==> src/rtl/rv_mem_pkg.sv <==
// Shared encodings for the RV32I unified-memory arbiter: Mem_OP codes,
// arbiter FSM states and requester identifiers.
package rv_mem_pkg;

  localparam logic [2:0] MEM_B  = 3'b000;
  localparam logic [2:0] MEM_H  = 3'b001;
  localparam logic [2:0] MEM_W  = 3'b010;
  localparam logic [2:0] MEM_BU = 3'b100;
  localparam logic [2:0] MEM_HU = 3'b101;

  localparam logic REQ_IF = 1'b0;
  localparam logic REQ_LS = 1'b1;

  typedef enum logic [1:0] {
    ST_IDLE    = 2'b00,
    ST_BUSY_IF = 2'b01,
    ST_BUSY_LS = 2'b10
  } state_e;

  function automatic logic op_is_legal(input logic [2:0] op);
    logic legal;
    case (op)
      MEM_B, MEM_H, MEM_W, MEM_BU, MEM_HU: legal = 1'b1;
      default:                             legal = 1'b0;
    endcase
    return legal;
  endfunction

endpackage

==> src/rtl/rv_lsu_align.sv <==
// Combinational byte-lane steering for the memory arbiter: byte enables,
// store-data replication, load extraction/extension and alignment checks.
module rv_lsu_align
  import rv_mem_pkg::*;
(
  input  logic        fetch,
  input  logic [2:0]  op,
  input  logic [1:0]  addr_lo,
  input  logic [31:0] wdata,
  input  logic [31:0] rdata,
  output logic [3:0]  be,
  output logic [31:0] wdata_rep,
  output logic [31:0] rdata_ext,
  output logic        err
);

  logic [7:0]  byte_s;
  logic [15:0] half_s;

  // Byte enables, replicated store data and the misalignment/illegal flag.
  always_comb begin
    be        = 4'b0000;
    wdata_rep = 32'h0000_0000;
    err       = 1'b0;
    if (fetch) begin
      be  = 4'b1111;
      err = (addr_lo != 2'b00);
    end else begin
      case (op)
        MEM_B, MEM_BU: begin
          be        = 4'b0001 << addr_lo;
          wdata_rep = {4{wdata[7:0]}};
        end
        MEM_H, MEM_HU: begin
          be        = 4'b0011 << addr_lo;
          wdata_rep = {2{wdata[15:0]}};
          err       = addr_lo[0];
        end
        MEM_W: begin
          be        = 4'b1111;
          wdata_rep = wdata;
          err       = (addr_lo != 2'b00);
        end
        default: err = ~op_is_legal(op);
      endcase
    end
  end

  // Lane selection for the read word.
  always_comb begin
    case (addr_lo)
      2'b00:   byte_s = rdata[7:0];
      2'b01:   byte_s = rdata[15:8];
      2'b10:   byte_s = rdata[23:16];
      2'b11:   byte_s = rdata[31:24];
      default: byte_s = 8'h00;
    endcase
    if (addr_lo[1]) begin
      half_s = rdata[31:16];
    end else begin
      half_s = rdata[15:0];
    end
  end

  // Sign or zero extension of the selected lane.
  always_comb begin
    rdata_ext = 32'h0000_0000;
    if (fetch) begin
      rdata_ext = rdata;
    end else begin
      case (op)
        MEM_B:   rdata_ext = {{24{byte_s[7]}}, byte_s};
        MEM_BU:  rdata_ext = {24'h00_0000, byte_s};
        MEM_H:   rdata_ext = {{16{half_s[15]}}, half_s};
        MEM_HU:  rdata_ext = {16'h0000, half_s};
        MEM_W:   rdata_ext = rdata;
        default: rdata_ext = 32'h0000_0000;
      endcase
    end
  end

endmodule

==> src/rtl/rv_mem_arbiter.sv <==
// Single-ported memory arbiter between instruction fetch and load/store,
// with LS priority, registered memory port and an ack watchdog.
module rv_mem_arbiter
  import rv_mem_pkg::*;
#(
  parameter int TIMEOUT = 255
) (
  input  logic        clk,
  input  logic        rst,
  input  logic        if_req,
  input  logic [31:0] if_addr,
  output logic        if_gnt,
  output logic        if_valid,
  output logic [31:0] if_rdata,
  output logic        if_err,
  input  logic        ls_req,
  input  logic        ls_we,
  input  logic [2:0]  ls_op,
  input  logic [31:0] ls_addr,
  input  logic [31:0] ls_wdata,
  output logic        ls_gnt,
  output logic        ls_valid,
  output logic [31:0] ls_rdata,
  output logic        ls_err,
  output logic        mem_req,
  output logic        mem_we,
  output logic [3:0]  mem_be,
  output logic [31:0] mem_addr,
  output logic [31:0] mem_wdata,
  input  logic        mem_ack,
  input  logic [31:0] mem_rdata
);

  localparam int CW = (TIMEOUT > 0) ? $clog2(TIMEOUT + 1) : 1;

  state_e        state_r;
  logic [CW-1:0] wd_cnt_r;
  logic [2:0]    op_r;
  logic [1:0]    addr_lo_r;

  logic        idle_s;
  logic        fetch_sel_s;
  logic [2:0]  op_sel_s;
  logic [31:0] addr_sel_s;
  logic [1:0]  lo_sel_s;
  logic [3:0]  be_s;
  logic [31:0] wdata_rep_s;
  logic [31:0] rdata_ext_s;
  logic        align_err_s;
  logic        timeout_s;

  assign idle_s = (state_r == ST_IDLE);

  // Fixed-priority grant: LS beats IF, only from IDLE.
  always_comb begin
    if (idle_s) begin
      ls_gnt = ls_req;
      if_gnt = if_req & ~ls_req;
    end else begin
      ls_gnt = 1'b0;
      if_gnt = 1'b0;
    end
  end

  // The aligner sees the live winner at grant time and the latched fields while busy.
  always_comb begin
    addr_sel_s = ls_req ? ls_addr : if_addr;
    if (idle_s) begin
      fetch_sel_s = ~ls_req;
      op_sel_s    = ls_op;
      lo_sel_s    = addr_sel_s[1:0];
    end else begin
      fetch_sel_s = (state_r == ST_BUSY_IF);
      op_sel_s    = op_r;
      lo_sel_s    = addr_lo_r;
    end
  end

  rv_lsu_align u_align (
    .fetch     (fetch_sel_s),
    .op        (op_sel_s),
    .addr_lo   (lo_sel_s),
    .wdata     (ls_wdata),
    .rdata     (mem_rdata),
    .be        (be_s),
    .wdata_rep (wdata_rep_s),
    .rdata_ext (rdata_ext_s),
    .err       (align_err_s)
  );

  // The current BUSY cycle is the TIMEOUT-th one without an ack.
  always_comb begin
    if (TIMEOUT != 0) begin
      timeout_s = ((32'(wd_cnt_r) + 32'd1) == 32'(TIMEOUT));
    end else begin
      timeout_s = 1'b0;
    end
  end

  // Arbiter FSM with registered memory port, completion pulses and watchdog.
  always_ff @(posedge clk) begin
    if (rst) begin
      state_r   <= ST_IDLE;
      wd_cnt_r  <= '0;
      op_r      <= 3'b000;
      addr_lo_r <= 2'b00;
      mem_req   <= 1'b0;
      mem_we    <= 1'b0;
      mem_be    <= 4'b0000;
      mem_addr  <= 32'h0000_0000;
      mem_wdata <= 32'h0000_0000;
      if_valid  <= 1'b0;
      if_err    <= 1'b0;
      if_rdata  <= 32'h0000_0000;
      ls_valid  <= 1'b0;
      ls_err    <= 1'b0;
      ls_rdata  <= 32'h0000_0000;
    end else begin
      if_valid <= 1'b0;
      if_err   <= 1'b0;
      ls_valid <= 1'b0;
      ls_err   <= 1'b0;
      case (state_r)
        ST_IDLE: begin
          if (ls_gnt || if_gnt) begin
            if (align_err_s) begin
              ls_err <= ls_gnt;
              if_err <= if_gnt;
            end else begin
              state_r   <= ls_gnt ? ST_BUSY_LS : ST_BUSY_IF;
              wd_cnt_r  <= '0;
              op_r      <= op_sel_s;
              addr_lo_r <= lo_sel_s;
              mem_req   <= 1'b1;
              mem_we    <= ls_gnt & ls_we;
              mem_be    <= be_s;
              mem_addr  <= {addr_sel_s[31:2], 2'b00};
              mem_wdata <= ls_gnt ? wdata_rep_s : 32'h0000_0000;
            end
          end
        end
        ST_BUSY_IF, ST_BUSY_LS: begin
          if (mem_ack || timeout_s) begin
            state_r   <= ST_IDLE;
            mem_req   <= 1'b0;
            mem_we    <= 1'b0;
            mem_be    <= 4'b0000;
            mem_addr  <= 32'h0000_0000;
            mem_wdata <= 32'h0000_0000;
            if (mem_ack) begin
              if (state_r == ST_BUSY_IF) begin
                if_valid <= 1'b1;
                if_rdata <= mem_rdata;
              end else begin
                ls_valid <= 1'b1;
                ls_rdata <= mem_we ? 32'h0000_0000 : rdata_ext_s;
              end
            end else begin
              if_err <= (state_r == ST_BUSY_IF);
              ls_err <= (state_r == ST_BUSY_LS);
            end
          end else begin
            wd_cnt_r <= wd_cnt_r + CW'(1);
          end
        end
        default: begin
          state_r <= ST_IDLE;
          mem_req <= 1'b0;
          mem_we  <= 1'b0;
        end
      endcase
    end
  end

endmodule
==> config.mk <==
export PLATFORM = sky130hd
export DESIGN_NAME = rv_mem_arbiter
export DESIGN_NICKNAME = d
export VERILOG_FILES = /design/src/rtl/rv_mem_pkg.sv /design/src/rtl/rv_lsu_align.sv /design/src/rtl/rv_mem_arbiter.sv
export SDC_FILE = /design/constraint.sdc
export NUM_CORES = 1
export LEC_CHECK = 0
export CAP_MARGIN = 20
export CORE_MARGIN = 10
export CORE_UTILIZATION = 45
export DETAILED_ROUTE_END_ITERATION = 12
export GPL_ROUTABILITY_DRIVEN = 1
export MAX_ROUTING_LAYER = met4
export PLACE_DENSITY = 0.82
export SLEW_MARGIN = 20
export SYNTH_ARGS = -nofsm -noshare
export SYNTH_HDL_FRONTEND = slang
export SYNTH_SLANG_ARGS = --single-unit
==> constraint.sdc <==
create_clock -name clk -period 3.4 [get_ports clk]
set_clock_uncertainty 0.2 [all_clocks]
set_input_delay 0.85 -clock clk [delete_from_list [all_inputs] [get_ports clk]]
set_output_delay 0.85 -clock clk [all_outputs]
set_load 0.01 [all_outputs]
==> impl_metrics.csv, run 1 <==
group,metric,value,unit
layout,most_frequent_standard_cell_in_the_layout_excluding_fill_and_tap_cells,"clkdlybuf4s50_1",
placed_design,dp.cells,1294,
worst_setup_path,worstSetupPathType,"reg -> out",
sta,tightest_slew,0.564,ns
routing,route.vias.total,7613,
power_and_ir_drop,post-layout-total-power,9.01,mW
global_route,global_route_wire_length_before_repair,41.6,mm
layout,area.growth.synth_to_final,48.8,%
layout,num_antenna_cells,0,
layout,layout_common_cells,"clkdlybuf4s50_1, dfxtp_1, nand2_1, a21oi_1, mux2i_1",
routing,drt-pass1-iter-count,7,
sta,report.final.setup_viol,0,
die,chipHeight,147,um
layout,final-instance-count-excl-fill,1326,
die,design.die.area,21700,um2
worst_hold_path,worst_hold_path_type,"reg -> reg",
global_route,first_global_vias,7395,
placed_design,portBuffers,274,
sta,final.period_utilization,94.4,%
power_and_ir_drop,leakage,4.00,nW
worst_setup_path,worst-path-max-fanout,9,
clocking,postCtsResizedCells,1,
clocking,cts_inserted_buffers,17,
synthesis,syn_area_per_cell,8.72,um2
global_route,gr-usage-all-layers,24.4,%
clocking,cts.repair_timing.setup_buffer_count,0,
global_route,grt_start_max_net_pins,44,
synthesis,synth_edf_count,0,
synthesis,synthesized_area_fraction_occupied_by_adder_cells,1.20,%
die,fp-row-count,46,
sta,finalHoldViolations,0,
synthesis,ys_types,69,
routing,drt_drc_violations_left,0,
clocking,hold_bufs_at_cts,0,
sta,clock.fmax,311,MHz
routing,first_iteration_detailed_routing_drc_count,615,
placed_design,place_ws,0.0982,ns
synthesis,synth_flop_cell,"dfxtp_1",
sta,layout_setup_ws,0.189,ns
synthesis,ys_async_sr_fraction,0,%
power_and_ir_drop,powerDensity,829,nW/um2
sta,timing_max_transition_violations_final,0,
synthesis,synth-compound-area-share,26.1,%
layout,final_layout_size_suffix_gt1_share,8.29,%
worst_setup_path,cp-end-kind,"output port",
global_route,antenna_found_initial,0,
clocking,maximum_level_of_the_cts_h_tree,4,
synthesis,post_synth_xor_area_fraction,0.120,%
clocking,cts_tree,"done",
placed_design,gp_congestion,0.916,
synthesis,syn-cell-area,7300,um2
routing,routed_via_density,5.74,
synthesis,yosys_register_bits,151,
die,fp.dieW,147,um
synthesis,synthCells,837,
placed_design,dpl.hpwl,20.5,mm
sta,layout_min_cycle_time,3.21,ns
routing,routedWlPerCell,20.4,um
synthesis,yosys-mux-area-fraction,9.75,%
clocking,clock-root-buffer,"clkbuf_16",
layout,nets,1241,
layout,utilization,68.4,%
sta,maxSlewHeadroom,62.1,%
layout,post-route-cell-area,10900,um2
die,core_area,15900,um2
layout,layout.area.seq,3020,um2
sta,grt_setup_unrepaired,"false",
layout,combined_area_of_the_multi_input_logic_cells,3910,um2
sta,totalNegativeSetupSlack,0,ns
synthesis,dominant_combinational_cell_family_by_area_after_synthesis,"compound AO/OA/AOI/OAI gates",
clocking,clock_insertion_delay_worst_skew,0.42,ns
synthesis,yosysWarnings,0,
worst_setup_path,critPathRequiredTime,2.35,ns
worst_setup_path,cp.arrival,2.16,ns
power_and_ir_drop,worst_ir_drop_vdd,0.489,mV
routing,detail-route-antenna-nets,0,
placed_design,detailed_place.area,10300,um2
global_route,global_route_congestion_overflow_total,0,
synthesis,ys_seq_area_share,41.4,%
clocking,clkSinkCount,151,
clocking,clk_pin_slew,0.07,ns
clocking,cts-root-to-sink-buffers,2,
layout,fillers,1295,
outcome,status,"completed",
die,io_pins,277,
flow_run,max_cap_violations,0,
worst_setup_path,start_kind,"register",
synthesis,synth_simple_gate_area_share,16.2,%
die,initial_core_util,46.0,%
routing,postRouteWirelength,27.0,mm
sta,final.hold.worst_slack,0.253,ns
-- cell usage after synthesis (3+ instances only) --
library cell  number  area share [%]
a211oi_1           4            0.41
a21o_1             5            0.51
a21oi_1           81             5.6
a21oi_2            3            0.36
a222oi_1           4            0.55
a22o_1             8            0.96
a22oi_1           33             3.4
a2bb2oi_1          6            0.72
a311oi_1          18             2.2
a31oi_1           12             1.0
a32o_1             5            0.69
a32oi_1           12             1.4
and2_1             6            0.51
and3_1             4            0.34
buf_2             17             1.2
buf_4              8            0.82
buf_6              4            0.62
clkbuf_1          40             2.1
dfxtp_1          151              41
ha_1               7             1.2
inv_1              6            0.31
mux2i_1           70             9.6
nand2_1          149             7.7
nand2b_1           6            0.51
nand3_1           22             1.5
nand3b_1           3            0.31
nand4_1            4            0.34
nor2_1            23             1.2
nor3_1            11            0.75
nor4_1             3            0.26
o211ai_1           7            0.72
o21ai_0           17             1.2
o21ai_1            5            0.34
o22ai_1            3            0.26
o2bb2ai_1         31             3.7
o31ai_1            3            0.31
o32ai_1            3            0.36
or3_1              3            0.26
or4_1              3            0.31
-- logic make-up after synthesis --
family / Yosys count
AO/OA/AOI/OAI: 269
XOR/XNOR: 1
adder cells (fa/ha/maj): 7
buffers and inverters: 79
flip-flops: 151
multiplexers: 71
other: 1
AND/OR/NAND/NOR: 258
-- layout make-up --
cell class | instances | share of cell area [%]
sequential | 151 | 27.8
inverter | 9 | 0.311
timing repair buffer | 310 | 28.0
tap | 216 | 2.49
multi-input combinational | 608 | 36.0
clock buffer | 19 | 4.08
clock inverter | 13 | 1.35
-- path summary, 6_finish.rpt --
check                                          startpoint                         to  slack [ns]  cells after the start
worst max-delay path              state_r[0]$_SDFFE_PP0P_                     ls_gnt        0.19                      5
worst min-delay path            if_rdata[20]$_SDFFE_PP0P_  if_rdata[20]$_SDFFE_PP0P_        0.25                      2
worst max register to register    state_r[0]$_SDFFE_PP0P_   wd_cnt_r[2]$_SDFFE_PP0P_        0.64                      8
worst min register to register  if_rdata[20]$_SDFFE_PP0P_  if_rdata[20]$_SDFFE_PP0P_        0.25                      2
-- where the power goes --
group | internal, mW | switching, mW
Sequential | 2.17 | 0.229
Combinational | 2.12 | 2.59
Clock | 1.11 | 0.780
Total | 5.40 | 3.60
-- critical path, cell delays in order, from the launching register on --
cell	delay (ns)
dfxtp_1	0.33
inv_1	0.14
ha_1	0.38
nand2_2	0.14
inv_2	0.14
clkdlybuf4s50_1	0.61
-- routing by layer --
layer,GRT usage [%],vias to the layer above,part of all wire (%)
met3,7.72,45,9.3
met1,29.6,3572,42
met5,-,-,0
met4,8.13,0,2.7
li1,-,3616,-
met2,37.8,380,46
-- sequential cells by signal, summed over array words and instances (netlist names), 2 cells and up --
register   cells
mem_addr      30
mem_be         4
mem_wdata     32
if_rdata      32
addr_lo_r      2
op_r           3
state_r        2
ls_rdata      32
wd_cnt_r       8
No activity file was read; power rests on OpenSTA's default activity.
==> inputs of run 2 (changes only) <==
--- a/config.mk
+++ b/config.mk
@@ -12,6 +12,7 @@
 export GPL_ROUTABILITY_DRIVEN = 1
 export MAX_ROUTING_LAYER = met4
 export PLACE_DENSITY = 0.82
+export REMOVE_ABC_BUFFERS = 1
 export SLEW_MARGIN = 20
 export SYNTH_ARGS = -nofsm -noshare
 export SYNTH_HDL_FRONTEND = slang
==> impl_metrics.csv, run 2 (same netlist as run 1, synthesis figures left out) <==
group,metric,value,unit
die,fp.dieW,147,um
worst_setup_path,cpPeakStageDelay,0.57,ns
placed_design,dp.cells,1298,
worst_setup_path,worstRegToRegCells,8,
worst_setup_path,kind_of_cell_with_the_highest_combined_delay_on_the_critical_path,"buffers and inverters",
worst_hold_path,worst_hold_path_type,"reg -> reg",
worst_setup_path,critical_path.reg2reg.endpoint,"wd_cnt_r[2]$_SDFFE_PP0P_",
layout,final_layout_size_suffix_gt1_share,8.71,%
power_and_ir_drop,leakage,4.00,nW
clocking,clk_pin_slew,0.06,ns
global_route,global_route_wire_length_before_repair,41.8,mm
clocking,cts_inserted_buffers,17,
routing,routed_via_density,5.79,
placed_design,gp_congestion,0.895,
global_route,antenna_found_initial,2,
worst_setup_path,start_kind,"register",
sta,final.period_utilization,94.4,%
layout,layout.area.seq,3020,um2
power_and_ir_drop,powerDensity,825,nW/um2
worst_setup_path,regToRegSetupSlack,0.49,ns
global_route,first_global_vias,7615,
die,initial_core_util,46.0,%
worst_setup_path,cp-end-kind,"output port",
clocking,cts-root-to-sink-buffers,2,
placed_design,portBuffers,274,
worst_setup_path,worst-path-max-fanout,9,
routing,drt_drc_violations_left,0,
global_route,grt_start_max_net_pins,66,
sta,finalHoldViolations,0,
die,design.die.area,21700,um2
layout,nets,1245,
clocking,clkSinkCount,151,
sta,grt_setup_unrepaired,"false",
layout,most_frequent_standard_cell_in_the_layout_excluding_fill_and_tap_cells,"clkdlybuf4s50_1",
worst_setup_path,crit_end,"ls_gnt",
global_route,gr-usage-all-layers,24.4,%
power_and_ir_drop,worst_ir_drop_vdd,0.496,mV
sta,timing_max_transition_violations_final,0,
worst_setup_path,slowest_cp_cell,"clkdlybuf4s50_1",
worst_setup_path,critPathRequiredTime,2.35,ns
die,fp-row-count,46,
worst_setup_path,path_buf_inv,3,
placed_design,dpl.hpwl,20.0,mm
die,io_pins,277,
die,core_area,15900,um2
clocking,cts_tree,"done",
layout,final-instance-count-excl-fill,1332,
die,chipHeight,147,um
sta,maxSlewHeadroom,53.1,%
sta,tightest_slew,0.704,ns
global_route,global_route_congestion_overflow_total,0,
routing,detail-route-antenna-nets,0,
clocking,maximum_level_of_the_cts_h_tree,4,
worst_setup_path,cp.arrival,2.16,ns
clocking,cts.repair_timing.setup_buffer_count,0,
outcome,status,"completed",
worst_setup_path,cp.depth,5,
clocking,clock-root-buffer,"clkbuf_16",
sta,final.hold.worst_slack,0.252,ns
worst_setup_path,beginning_of_the_worst_register_to_register_path,"state_r[1]$_SDFFE_PP0P_",
worst_setup_path,worstSetupPathType,"reg -> out",
layout,fillers,1332,
routing,first_iteration_detailed_routing_drc_count,649,
worst_setup_path,crit_path_start,"state_r[1]$_SDFFE_PP0P_",
layout,combined_area_of_the_multi_input_logic_cells,3910,um2
sta,layout_min_cycle_time,3.21,ns
flow_run,max_cap_violations,0,
routing,routedWlPerCell,20.1,um
routing,postRouteWirelength,26.7,mm
layout,layout_common_cells,"clkdlybuf4s50_1, dfxtp_1, nand2_1, a21oi_1, mux2i_1",
sta,clock.fmax,312,MHz
routing,drt-pass1-iter-count,5,
routing,route.vias.total,7706,
layout,reg.largest.list,"if_rdata: 32 flops, ls_rdata: 32 flops, mem_wdata: 32 flops",
clocking,clock_insertion_delay_worst_skew,0.43,ns
worst_setup_path,timing.critical_path.cells,"inv_1 -> ha_1 -> nand2_2 -> inv_2 -> clkdlybuf4s50_1",
layout,area.growth.synth_to_final,48.7,%
sta,report.final.setup_viol,0,
[run 2: cell count changes in the layout (fill, tap and decap cells not counted)]
cell / before / now
buf_12: 3 / 0
buf_2: 2 / 1
buf_4: 33 / 41
bufinv_16: 2 / 1
clkbuf_1: 1 / 0
clkbuf_8: 1 / 3
clkinv_2: 2 / 1
clkinvlp_4: 2 / 4
diode_2: 0 / 2
inv_6: 4 / 3
[run 2: worst reg2reg max path: cells and delay by family, from the launching register on]
kind                     cells  cell delay [ns]
AND/OR/NAND/NOR              1             0.56
AO/OA/AOI/OAI                3             0.55
buffers and inverters        2             0.40
multiplexers                 1             0.42
adder cells (fa/ha/maj)      1             0.39
flip-flops                   1             0.33
[run 2: how the worst min path moves through the flow]
stage,start,endpoint,slack (ns),cells past startpoint
after floorplan,op_r[2]$_SDFFE_PP0P_,op_r[2]$_SDFFE_PP0P_,0.26,2
after global placement,if_rdata[19]$_SDFFE_PP0P_,if_rdata[19]$_SDFFE_PP0P_,0.24,2
final,if_rdata[16]$_SDFFE_PP0P_,if_rdata[16]$_SDFFE_PP0P_,0.25,2
after CTS,if_rdata[14]$_SDFFE_PP0P_,if_rdata[14]$_SDFFE_PP0P_,0.25,2
after detailed placement,if_rdata[14]$_SDFFE_PP0P_,if_rdata[14]$_SDFFE_PP0P_,0.25,2
after global routing,mem_addr[31]$_SDFFE_PP0P_,mem_addr[31]$_SDFFE_PP0P_,0.28,1
[run 2: area by class of cell]
type,instances,share of cell area [%]
multi-input cells,608,36.0
clock buffers,20,4.30
inverters,9,0.311
flip-flops and latches,151,27.8
diodes,2,0.0461
repair buffers,314,28.0
clock inverters,12,1.08
well taps,216,2.49
[run 2: repair_timing]
action	4_1_cts	5_1_grt
hold buffers	0	0
endpoints found under the hold margin	0	0
resized for setup	0	1
setup endpoints to repair	0	1
[run 2: where the power goes]
group / internal (mW) / leakage [nW] / switching, mW
clock network: 1.07 / 0.276 / 0.788
registers: 2.17 / 1.22 / 0.234
logic: 2.09 / 2.50 / 2.60
[run 2: routing by layer]
metal	share of wire [%]	global-route usage [%]
met1	41	29.4
met2	48	38.6
met5	0	-
met4	2.3	8.28
met3	8.5	6.81
[run 2: metrics by stage]
step	cell area, um2	power (mW)	utilization, %	TNS [ns]	setup slack, ns
detailed placement	10300	7.07	64.6	0	0.202
CTS	10900	8.95	68.3	0	0.0706
floorplan	6960	5.02	-	-1.06	-0.0950
global route	10900	9.46	68.4	0	0.106
finish	10900	8.96	68.4	0	0.191
global placement	10300	6.99	64.6	0	0.221
